==> src/rtl/mf8_spi_seq.sv <==
// mf8 IO-bus SPI master sequencer: mode 3, MSB first, one byte per DATA write.
// Optional writable clock divider at address 2 when MF8_SPI_SEQ_CLKDIV_EN is defined.
module mf8_spi_seq #(
    parameter logic [3:0] BASE = 4'h4
) (
    input  logic       CLK,
    input  logic       Reset_s_n,
    input  logic       IO_Wr,
    input  logic       IO_Rd,
    input  logic [5:0] IO_Addr,
    input  logic [7:0] IO_WData,
    output logic [7:0] IO_RData,
    input  logic       SPI_MISO,
    output logic       SPI_MOSI,
    output logic       SPI_SCK,
    output logic       SPI_CS
);

    typedef enum logic [1:0] {
        ST_IDLE,
        ST_LOW,
        ST_HIGH
    } state_t;

    state_t      state_q, state_d;
    logic [7:0]  shreg_q, shreg_d;
    logic [7:0]  rxdata_q, rxdata_d;
    logic [7:0]  cnt_q, cnt_d;
    logic [2:0]  bitcnt_q, bitcnt_d;
    logic        ovr_q, ovr_d;
    logic        cs_q, cs_d;
    logic        sck_q, sck_d;
    logic        mosi_q, mosi_d;

    logic [7:0]  div;
    logic        sel, busy, half_done;
    logic        wr_data, wr_ctrl, wr_div, rd_status;

    assign sel       = (IO_Addr[5:2] == BASE);
    assign busy      = (state_q != ST_IDLE);
    assign wr_data   = IO_Wr && sel && (IO_Addr[1:0] == 2'd0);
    assign wr_ctrl   = IO_Wr && sel && (IO_Addr[1:0] == 2'd1);
    assign rd_status = IO_Rd && sel && (IO_Addr[1:0] == 2'd1);

`ifdef MF8_SPI_SEQ_CLKDIV_EN
    logic [7:0] div_q, div_d;

    assign wr_div = IO_Wr && sel && (IO_Addr[1:0] == 2'd2);

    always_comb begin
        div_d = div_q;
        if (wr_div && !busy) div_d = IO_WData;
    end

    always_ff @(posedge CLK or negedge Reset_s_n) begin
        if (!Reset_s_n) div_q <= 8'h00;
        else            div_q <= div_d;
    end

    assign div = div_q;
`else
    assign wr_div = 1'b0;
    assign div    = 8'h00;
`endif

    assign half_done = (cnt_q == div);

    // NOTE: every always_comb output gets a default first, so no path leaves a
    // variable unassigned and no latch is inferred.
    always_comb begin
        state_d  = state_q;
        shreg_d  = shreg_q;
        rxdata_d = rxdata_q;
        cnt_d    = cnt_q;
        bitcnt_d = bitcnt_q;
        ovr_d    = ovr_q;
        cs_d     = cs_q;
        sck_d    = sck_q;
        mosi_d   = mosi_q;

        // A set in the same cycle as a STATUS read must survive, so it comes last.
        if (rd_status) ovr_d = 1'b0;
        if (busy && (wr_data || wr_ctrl || wr_div)) ovr_d = 1'b1;

        if (wr_ctrl && !busy) cs_d = IO_WData[7];

        case (state_q)
            ST_IDLE: begin
                if (wr_data) begin
                    shreg_d  = IO_WData;
                    bitcnt_d = 3'd7;
                    cnt_d    = 8'h00;
                    sck_d    = 1'b0;
                    mosi_d   = IO_WData[7];
                    state_d  = ST_LOW;
                end
            end
            ST_LOW: begin
                if (half_done) begin
                    cnt_d   = 8'h00;
                    sck_d   = 1'b1;
                    shreg_d = {shreg_q[6:0], SPI_MISO};
                    state_d = ST_HIGH;
                end else begin
                    cnt_d = cnt_q + 8'd1;
                end
            end
            ST_HIGH: begin
                if (half_done) begin
                    cnt_d = 8'h00;
                    if (bitcnt_q != 3'd0) begin
                        bitcnt_d = bitcnt_q - 3'd1;
                        sck_d    = 1'b0;
                        mosi_d   = shreg_q[7];
                        state_d  = ST_LOW;
                    end else begin
                        rxdata_d = shreg_q;
                        mosi_d   = 1'b1;
                        state_d  = ST_IDLE;
                    end
                end else begin
                    cnt_d = cnt_q + 8'd1;
                end
            end
            default: state_d = ST_IDLE;
        endcase
    end

    // NOTE: sequential state uses non-blocking assignments so all flops update
    // together from values sampled at the same edge.
    always_ff @(posedge CLK or negedge Reset_s_n) begin
        if (!Reset_s_n) begin
            state_q  <= ST_IDLE;
            shreg_q  <= 8'h00;
            rxdata_q <= 8'h00;
            cnt_q    <= 8'h00;
            bitcnt_q <= 3'd0;
            ovr_q    <= 1'b0;
            cs_q     <= 1'b1;
            sck_q    <= 1'b1;
            mosi_q   <= 1'b1;
        end else begin
            state_q  <= state_d;
            shreg_q  <= shreg_d;
            rxdata_q <= rxdata_d;
            cnt_q    <= cnt_d;
            bitcnt_q <= bitcnt_d;
            ovr_q    <= ovr_d;
            cs_q     <= cs_d;
            sck_q    <= sck_d;
            mosi_q   <= mosi_d;
        end
    end

    always_comb begin
        IO_RData = 8'h00;
        if (sel) begin
            case (IO_Addr[1:0])
                2'd0:    IO_RData = rxdata_q;
                2'd1:    IO_RData = {cs_q, 5'b0, ovr_q, busy};
                2'd2:    IO_RData = div;
                default: IO_RData = 8'h00;
            endcase
        end
    end

    assign SPI_CS   = cs_q;
    assign SPI_SCK  = sck_q;
    assign SPI_MOSI = mosi_q;

endmodule

==> config.mk <==
export PLATFORM = sky130hd
export DESIGN_NAME = mf8_spi_seq
export DESIGN_NICKNAME = d
export VERILOG_FILES = /design/src/rtl/mf8_spi_seq.sv
export SDC_FILE = /design/constraint.sdc
export NUM_CORES = 1
export LEC_CHECK = 0
export ABC_CLOCK_PERIOD_IN_PS = 2500
export CELL_PAD_IN_SITES_DETAIL_PLACEMENT = 0
export CELL_PAD_IN_SITES_GLOBAL_PLACEMENT = 1
export CORE_MARGIN = 2
export CORE_UTILIZATION = 42
export CTS_CLUSTER_SIZE = 12
export DETAILED_ROUTE_END_ITERATION = 8
export PLACE_DENSITY_LB_ADDON = 0.1
export SLEW_MARGIN = 20
export SYNTH_ARGS = -nofsm -noshare
export SYNTH_HDL_FRONTEND = slang
export SYNTH_SLANG_ARGS = --single-unit
==> constraint.sdc <==
create_clock -name CLK -period 2.5 [get_ports CLK]
set_input_delay 0.625 -clock CLK [delete_from_list [all_inputs] [get_ports CLK]]
set_output_delay 0.625 -clock CLK [all_outputs]
set_load 0.05 [all_outputs]
; ---- Yosys cells after proc, flatten, opt, wreduce, memory -nomap -nowiden
; Index checks and enable logic that the tools add are counted.
[op_classes]
n_mux = 28
n_reduce_logical = 27
eq_ne = 8
add_sub_neg = 2
bitwise = 1
[op_table]
columns = cell, count
row1 = $pmux W8 S2, 3
row2 = $mux W8, 5
row3 = $reduce_and A3 Y1, 4
row4 = $mux W1, 10
row5 = $reduce_bool A2 Y1, 5
row6 = $mux W3, 3
row7 = $add A8 B1 Y8 const B, 1
row8 = $logic_not A8 Y1, 1
row9 = $ne A2 B2 Y1 const B, 4
row10 = $logic_and A1 B1 Y1, 7
row11 = $mux W2, 3
row12 = $pmux W2 S3, 1
row13 = $pmux W3 S2, 1
row14 = $reduce_bool A3 Y1, 2
row15 = $reduce_and A5 Y1, 1
row16 = $eq A2 B1 Y1 const B, 2
row17 = $eq A4 B3 Y1 const B, 1
row18 = $logic_not A2 Y1, 2
row19 = $reduce_and A4 Y1, 1
row20 = $pmux W1 S3, 1
row21 = $sub A3 B1 Y3 const B, 1
row22 = $eq A2 B2 Y1 const B, 1
row23 = $pmux W1 S2, 1
row24 = $reduce_and A2 Y1, 1
row25 = 4 further kinds, 4
[totals]
reg_bits = 33
out_inout_bits = 11

; ---- Logic depth before layout (Yosys ltp)
; Gate-level depths: netlist of the first run.
[depth]
word_depth = 6
depth_mapped = 8
depth_no_buf = 6

; ---- Worst setup path after synthesis of the first run
; OpenSTA, ideal clock, no wires.
[synth_path]
path_type = input -> output
from = input IO_Addr[1]
to = output IO_RData[0]
arrival_ns = 1.857
setup_slack_ns = 0.018
stages = 3
path_buffers = 0
path_cell_list = nor3_1 > nand3b_1 > nor2_1
[synth_via]
elab_chain_len = 3
word_cells_on_any_way = 4
[synth_lines]
columns = element, line
row1 = start: declaration, 10  ; input logic [5:0] IO_Addr,
row2 = $eq A2 B1 Y1 / $logic_not A2 Y1 (equally long branches), 158  ; case (IO_Addr[1:0])
row3 = $pmux W8 S2 *, 158
row4 = $mux W8 *, 157  ; if (sel) begin
row5 = end: declaration, 12  ; output logic [7:0] IO_RData,
; Mark *: on every way between the ends. The rest lies on a longest branch, timed or not.

; ---- Worst setup path after layout of the first run
[layout_path]
from = input IO_Addr[5]
to = output IO_RData[4]
[layout_via]
elab_chain_len = 2
[layout_lines]
columns = element, line
row1 = $eq A4 B3 Y1, 39  ; assign sel = (IO_Addr[5:2] == BASE);
row2 = $mux W8, 157
; Every way passes these cells.

==> metrics.cfg, run 1 <==
[sta]
tightest_slew_ps = 706
rsz0062_at_grt = false
relSlewSlack_pct = 53.0
period_needed_ps = 2410
setup_slack_ps = 92.0
timing.fmax_mhz = 415
clock-skew-final_ps = 12.5
hold_violations = 0
finalSetupViolCount = 0
drv_slew = 0
hold_ws_ps = 490
min_period_over_period_pct = 96.3

[yosys]
syn_nets = 202
yosysTopAreaCell = dfrtp_1
ys_seq_area_share_pct = 44.3
syn_area_um2 = 1870
ys_async_sr_fraction_pct = 100
yosys_warnings = 0
synth_top_family_by_area = multiplexers
syn_area_per_cell_um2 = 10.8
synth_flop_cell = dfrtp_1
synth_fa_ha_area_share_pct = 6.02
synth.top_cell.area_share_pct = 40.1
synth_cell_types = 41
synthCells = 174
synth_xor_area_share_pct = 0.936
yosys-top-cells-area = dfrtp_1 40%, mux2_2 15%, ha_1 6.0%
synth-edff-count = 0
synth-compound-area-share_pct = 12.4
ys_ff_latch = 33
yosys-mux-area-fraction_pct = 17.2
synth-simple-area-share_pct = 15.3

[global_route]
gr-usage-all-layers_pct = 18.7
grt_pass1_vias = 1597
grt_pass1_wl_um = 7410
grt-ovfl-total = 0
antenna_found_initial = 0
grt_max_degree = 34

[pwr]
power_density_nw_per_um2 = 987
leakage_nw = 1.11
power.total_mw = 2.49
ir_drop_mv = 0.458

[worst_setup_path]
worstPathRequired_ps = 1880
r2r_cells = 7
reg2reg_from = state_q[0]
path_max_fanout = 5
cp-end-kind = output port
critPathKind = primary input to output port
critPathLaunchType = primary input
reg2reg_slack_ps = 420
arrival_ps = 1780
rr_endpoint = rxdata_q[0]

[layout]
layout_common_cells = 30 x dfrtp_1, 25 x mux2_2, 18 x clkdlybuf4s50_1
n_antenna_cell = 0
drive_gt1_share_pct = 32.3
nets = 250
syn_to_final_growth_pct = 34.7
layout_commonest_cell = dfrtp_1

[detailed_routing]
first_pass_iters = 4
routed_via_density = 5.40
wl_um = 4240
final_antenna_net_count = 0
wl_per_cell_um = 15.4
vias = 1486
route.detailed.drc = 0
drtIter0Drc = 72

[placed_design]
detailed_place_hpwl_um = 3140
place.gp.congestion = 0.744
dp_slack_ps = -180
io_buffers = 29

[die]
core_area_um2 = 4320
start_util_pct = 43.3
std_cell_rows = 24
die_x_um = 70.8
pin_count = 30
die_h_um = 70.8
die_area_um2 = 5010

[clock_network]
path_clk_slew_ps = 70
cts_hold_buf = 0
root_buffer = clkbuf_8
cts_buffer_depth = 2
post_cts_buffers = 0
h-tree-depth = 2
cts_buffers = 5
cts_sinks = 33
cts_tree = yes
clk_latency_ps = 290

[hold_path]
min_path_cells = 2
hp-class = flop to flop
hold_start = SPI_MOSI
min_to = SPI_MOSI

[flow_run]
cap_violations = 0

[status]
outcome = complete, no violations

[synth_stat cells (all sizes together), types with 2 or more instances]
cell / count
dfrtp: 30
mux2: 26
inv: 14
o21ai: 11
nand2: 10
ha: 9
nand3: 6
nor2: 6
nor3: 6
and2: 5
o31ai: 5
a211oi: 4
a21oi: 4
or3: 4
dfstp: 3
mux2i: 3
a31oi: 2
and3: 2
buf: 2
clkbuf: 2
nand3b: 2
nor4: 2
o22ai: 2
[registers in the layout, summed over array words and instances (netlist names)]
signal and cells:
shreg_q 8, state_q 2, SPI_CS 1, SPI_MOSI 1
SPI_SCK 1, rxdata_q 8, ovr_q 1, bitcnt_q 3
cnt_q 8
[power by group]
group	internal (mW)	switching, mW	total (mW)
Combinational	0.628	0.608	1.24
Clock	0.193	0.205	0.398
Sequential	0.729	0.126	0.855
[how the worst max path moves through the flow]
stage,startpoint,to,slack (ps),cells after the start
2_1_floorplan,IO_Addr[1],IO_RData[0],20,3
3_3_place_gp,IO_Addr[1],IO_RData[6],-110,7
5_1_grt,IO_Addr[5],IO_RData[4],10,6
4_1_cts,IO_Addr[5],IO_RData[4],90,6
3_5_place_dp,IO_Addr[5],cnt_q[6],-180,6
6_report,IO_Addr[5],IO_RData[4],90,6
[through the flow]
step                util (%)  cell area, um2  TNS, ps  std cells
floorplan                  -            1870        0        174
global placement        56.0            2420    -1020        267
detailed placement      56.0            2420    -1820        267
CTS                     58.3            2520        0        275
global route            58.3            2520        0        275
finish                  58.3            2520        0        275
[cell families (layout without fill, tap and decap cells)]
| group | count (synthesis) | after routing |
|---|---|---|
| AOI/OAI and AO/OA | 34 | 34 |
| adders and majority gates | 9 | 9 |
| muxes | 29 | 29 |
| DFF | 33 | 33 |
| and+or+nand+nor | 49 | 49 |
| xor gates and xnor gates | 2 | 2 |
| buffers and inverters | 18 | 67 |
[critical path: stages]
cell             delay, ps
clkdlybuf4s50_1        410
nand3b_1               190
nor2_1                 110
buf_4                  150
and2_4                 160
buf_12                 130
[what timing repair did]
item / in CTS / in global routing
pin swaps: 4 / 1
endpoints found under the setup margin: 8 / 3
resized for setup: 10 / 0
[area by class of cell]
| class | count | area [um2] |
|---|---|---|
| well taps | 52 | 65.1 |
| multi-input cells | 123 | 992 |
| clock buffers | 6 | 72.6 |
| repair buffers | 45 | 499 |
| clock inverters | 2 | 10.0 |
| fillers | 386 | 1800 |
| inverters | 14 | 52.6 |
| flip-flops and latches | 33 | 830 |
[metal layers]
| metal | vias to the layer above | GRT usage [%] | wire (um) |
|---|---|---|---|
| met4 | 0 | 4.40 | 43 |
| met3 | 7 | 5.13 | 163 |
| met5 | - | 0 | 0 |
| li1 | 720 | - | - |
| met2 | 25 | 31.7 | 2110 |
| met1 | 734 | 24.1 | 1920 |
Note: power is estimated with default switching activity, not from simulation.
==> run 2: changes to the inputs <==
Settings changed: REMOVE_ABC_BUFFERS set to 1.
==> metrics.cfg, run 2 (same netlist as run 1, synthesis figures left out) <==
[pwr]
p_int_mw = 1.55  ; about the same
power.total_mw = 2.45  ; -1.4%
netSwitchingPower_uw = 904  ; -3.6%
leakage_nw = 1.10  ; -0.96%
p_comb_share_pct = 50.0  ; +0.3 points
sw_frac_of_total_pct = 36.8  ; -0.87 points
power_density_nw_per_um2 = 976  ; -1.1%
ir_drop_mv = 0.453  ; -0.97%
seq_power_share_pct = 34.8  ; +0.4 points
clockPowerShare_pct = 15.3  ; -0.7 points

[placed_design]
dp_slack_ps = -183  ; -3.31 ps
detailed_place_hpwl_um = 2960  ; -5.6%
place.gp.congestion = 0.725  ; -2.5%
placed_area_um2 = 2410  ; -0.31%
placedCellCount = 266  ; -0.37%
io_buffers = 29  ; unchanged

[clock_network]
h-tree-depth = 2  ; unchanged
post_cts_buffers = 0  ; unchanged
path_clk_slew_ps = 60  ; about the same
cts_sinks = 33  ; unchanged
clk_latency_ps = 280  ; about the same
cts_buffers = 5  ; unchanged
cts_tree = yes
cts_buffer_depth = 2  ; unchanged
root_buffer = clkbuf_8

[global_route]
grt_pass1_wl_um = 6930  ; -6.4%
grt_max_degree = 34  ; unchanged
grt-ovfl-total = 0  ; unchanged
antenna_found_initial = 0  ; unchanged
grt_pass1_vias = 1524  ; -4.6%
gr-usage-all-layers_pct = 17.6  ; -1.2 points

[sta]
timing.fmax_mhz = 413  ; -0.66%
min_period_over_period_pct = 97.0  ; +0.64 points
drv_slew = 0  ; unchanged
setup_tns_ps = 0  ; unchanged
finalSetupViolCount = 0  ; unchanged
rsz0062_at_grt = false
relSlewSlack_pct = 54.3  ; +1.4 points
tightest_slew_ps = 685  ; -20.6 ps
period_needed_ps = 2420  ; +16.0 ps
clock-skew-final_ps = 2.58  ; -9.90 ps
setup_slack_ps = 76.0  ; -16.0 ps
hold_violations = 0  ; unchanged
hold_ws_ps = 494  ; +4.09 ps

[layout]
drive_gt1_share_pct = 31.1  ; -1.2 points
syn_to_final_growth_pct = 34.4
fin_area_um2 = 2510  ; -0.25%
multi_input_area_um2 = 992  ; unchanged
seq_area_um2 = 830  ; unchanged
n_antenna_cell = 0  ; unchanged
post-route-util_pct = 58.2  ; -0.14 points
nets = 249  ; -0.40%
reg.largest.list = cnt_q x8, rxdata_q x8, shreg_q x8
final_cells = 274  ; -0.36%
layout_common_cells = 30 x dfrtp_1, 25 x mux2_2, 18 x clkdlybuf4s50_1
nFillCells = 390  ; +1.0%
layout_commonest_cell = dfrtp_1

[detailed_routing]
routed_via_density = 5.34  ; -1.2%
wl_per_cell_um = 14.5  ; -5.9%
first_pass_iters = 4  ; unchanged
final_antenna_net_count = 0  ; unchanged
drtIter0Drc = 83  ; +15%
wl_um = 3980  ; -6.3%
vias = 1463  ; -1.5%
route.detailed.drc = 0  ; unchanged

[worst_setup_path]
critPathLaunchType = primary input
r2r_cells = 7  ; unchanged
critPathKind = primary input to output port
worstPathRequired_ps = 1880  ; about the same
path_max_fanout = 5  ; unchanged
cp-end-kind = output port
arrival_ps = 1800  ; +20 ps

[die]
die_area_um2 = 5010  ; unchanged
core_area_um2 = 4320  ; unchanged
die_x_um = 70.8  ; unchanged
start_util_pct = 43.3  ; unchanged
die_h_um = 70.8  ; unchanged
pin_count = 30  ; unchanged
std_cell_rows = 24  ; unchanged

[flow_run]
cap_violations = 0  ; unchanged

[status]
outcome = complete, no violations

[hold_path]
min_path_cells = 2  ; unchanged
hp-class = flop to flop

==> run 2: cell count changes in the layout (fill, tap and decap cells not counted), sizes merged <==
cell	delta
clkbuf	+2
clkinv	-2
buf	-1
==> run 2: power groups by stage <==
| stage | registers (mW) | logic, mW | clock network, mW |
|---|---|---|---|
| floorplan | 0.890 | 0.770 | 0 |
| finish | 0.854 | 1.23 | 0.374 |
| CTS | 0.855 | 1.24 | 0.391 |
| global placement | 0.852 | 1.20 | 0 |
| detailed placement | 0.862 | 1.23 | 0 |
| global route | 0.879 | 1.34 | 0.414 |
==> run 2: final cells by class <==
cell class / count / share of cell area [%]
multi-input combinational: 123 / 39.5
sequential: 33 / 33.0
timing repair buffer: 44 / 19.7
clock buffer: 8 / 3.18
tap: 52 / 2.59
inverter: 14 / 2.09
==> run 2: worst max-delay path, stage by stage <==
cell             delay [ps]
clkdlybuf4s50_1         410
nand3b_1                200
nor2_2                  160
buf_6                   130
and2_4                  150
buf_12                  130
==> run 2: routing by layer <==
| layer | routed length, um | share of wire, % | vias up | track usage, % |
|---|---|---|---|---|
| li1 | - | - | 722 | - |
| met1 | 1840 | 46 | 713 | 22.3 |
| met2 | 1950 | 49 | 20 | 29.6 |
| met3 | 124 | 3.1 | 8 | 3.42 |
| met4 | 67 | 1.7 | 0 | 6.92 |
| met5 | 0 | 0 | - | 0 |
==> run 2: worst paths after layout <==
kind	startpoint	endpoint	slack, ps
max	IO_Addr[5]	IO_RData[6]	80
min	SPI_MOSI	SPI_MOSI	490
max reg2reg	cnt_q[0]	bitcnt_q[0]	460
min reg2reg	SPI_MOSI	SPI_MOSI	490
max in group asynchronous	Reset_s_n	SPI_CS	1410
min in group asynchronous	Reset_s_n	bitcnt_q[2]	750
==> run 2: what timing repair did <==
item,4_1_cts,5_1_grt
resized for setup,11,0
hold buffers,0,0
endpoints found under the setup margin,8,0
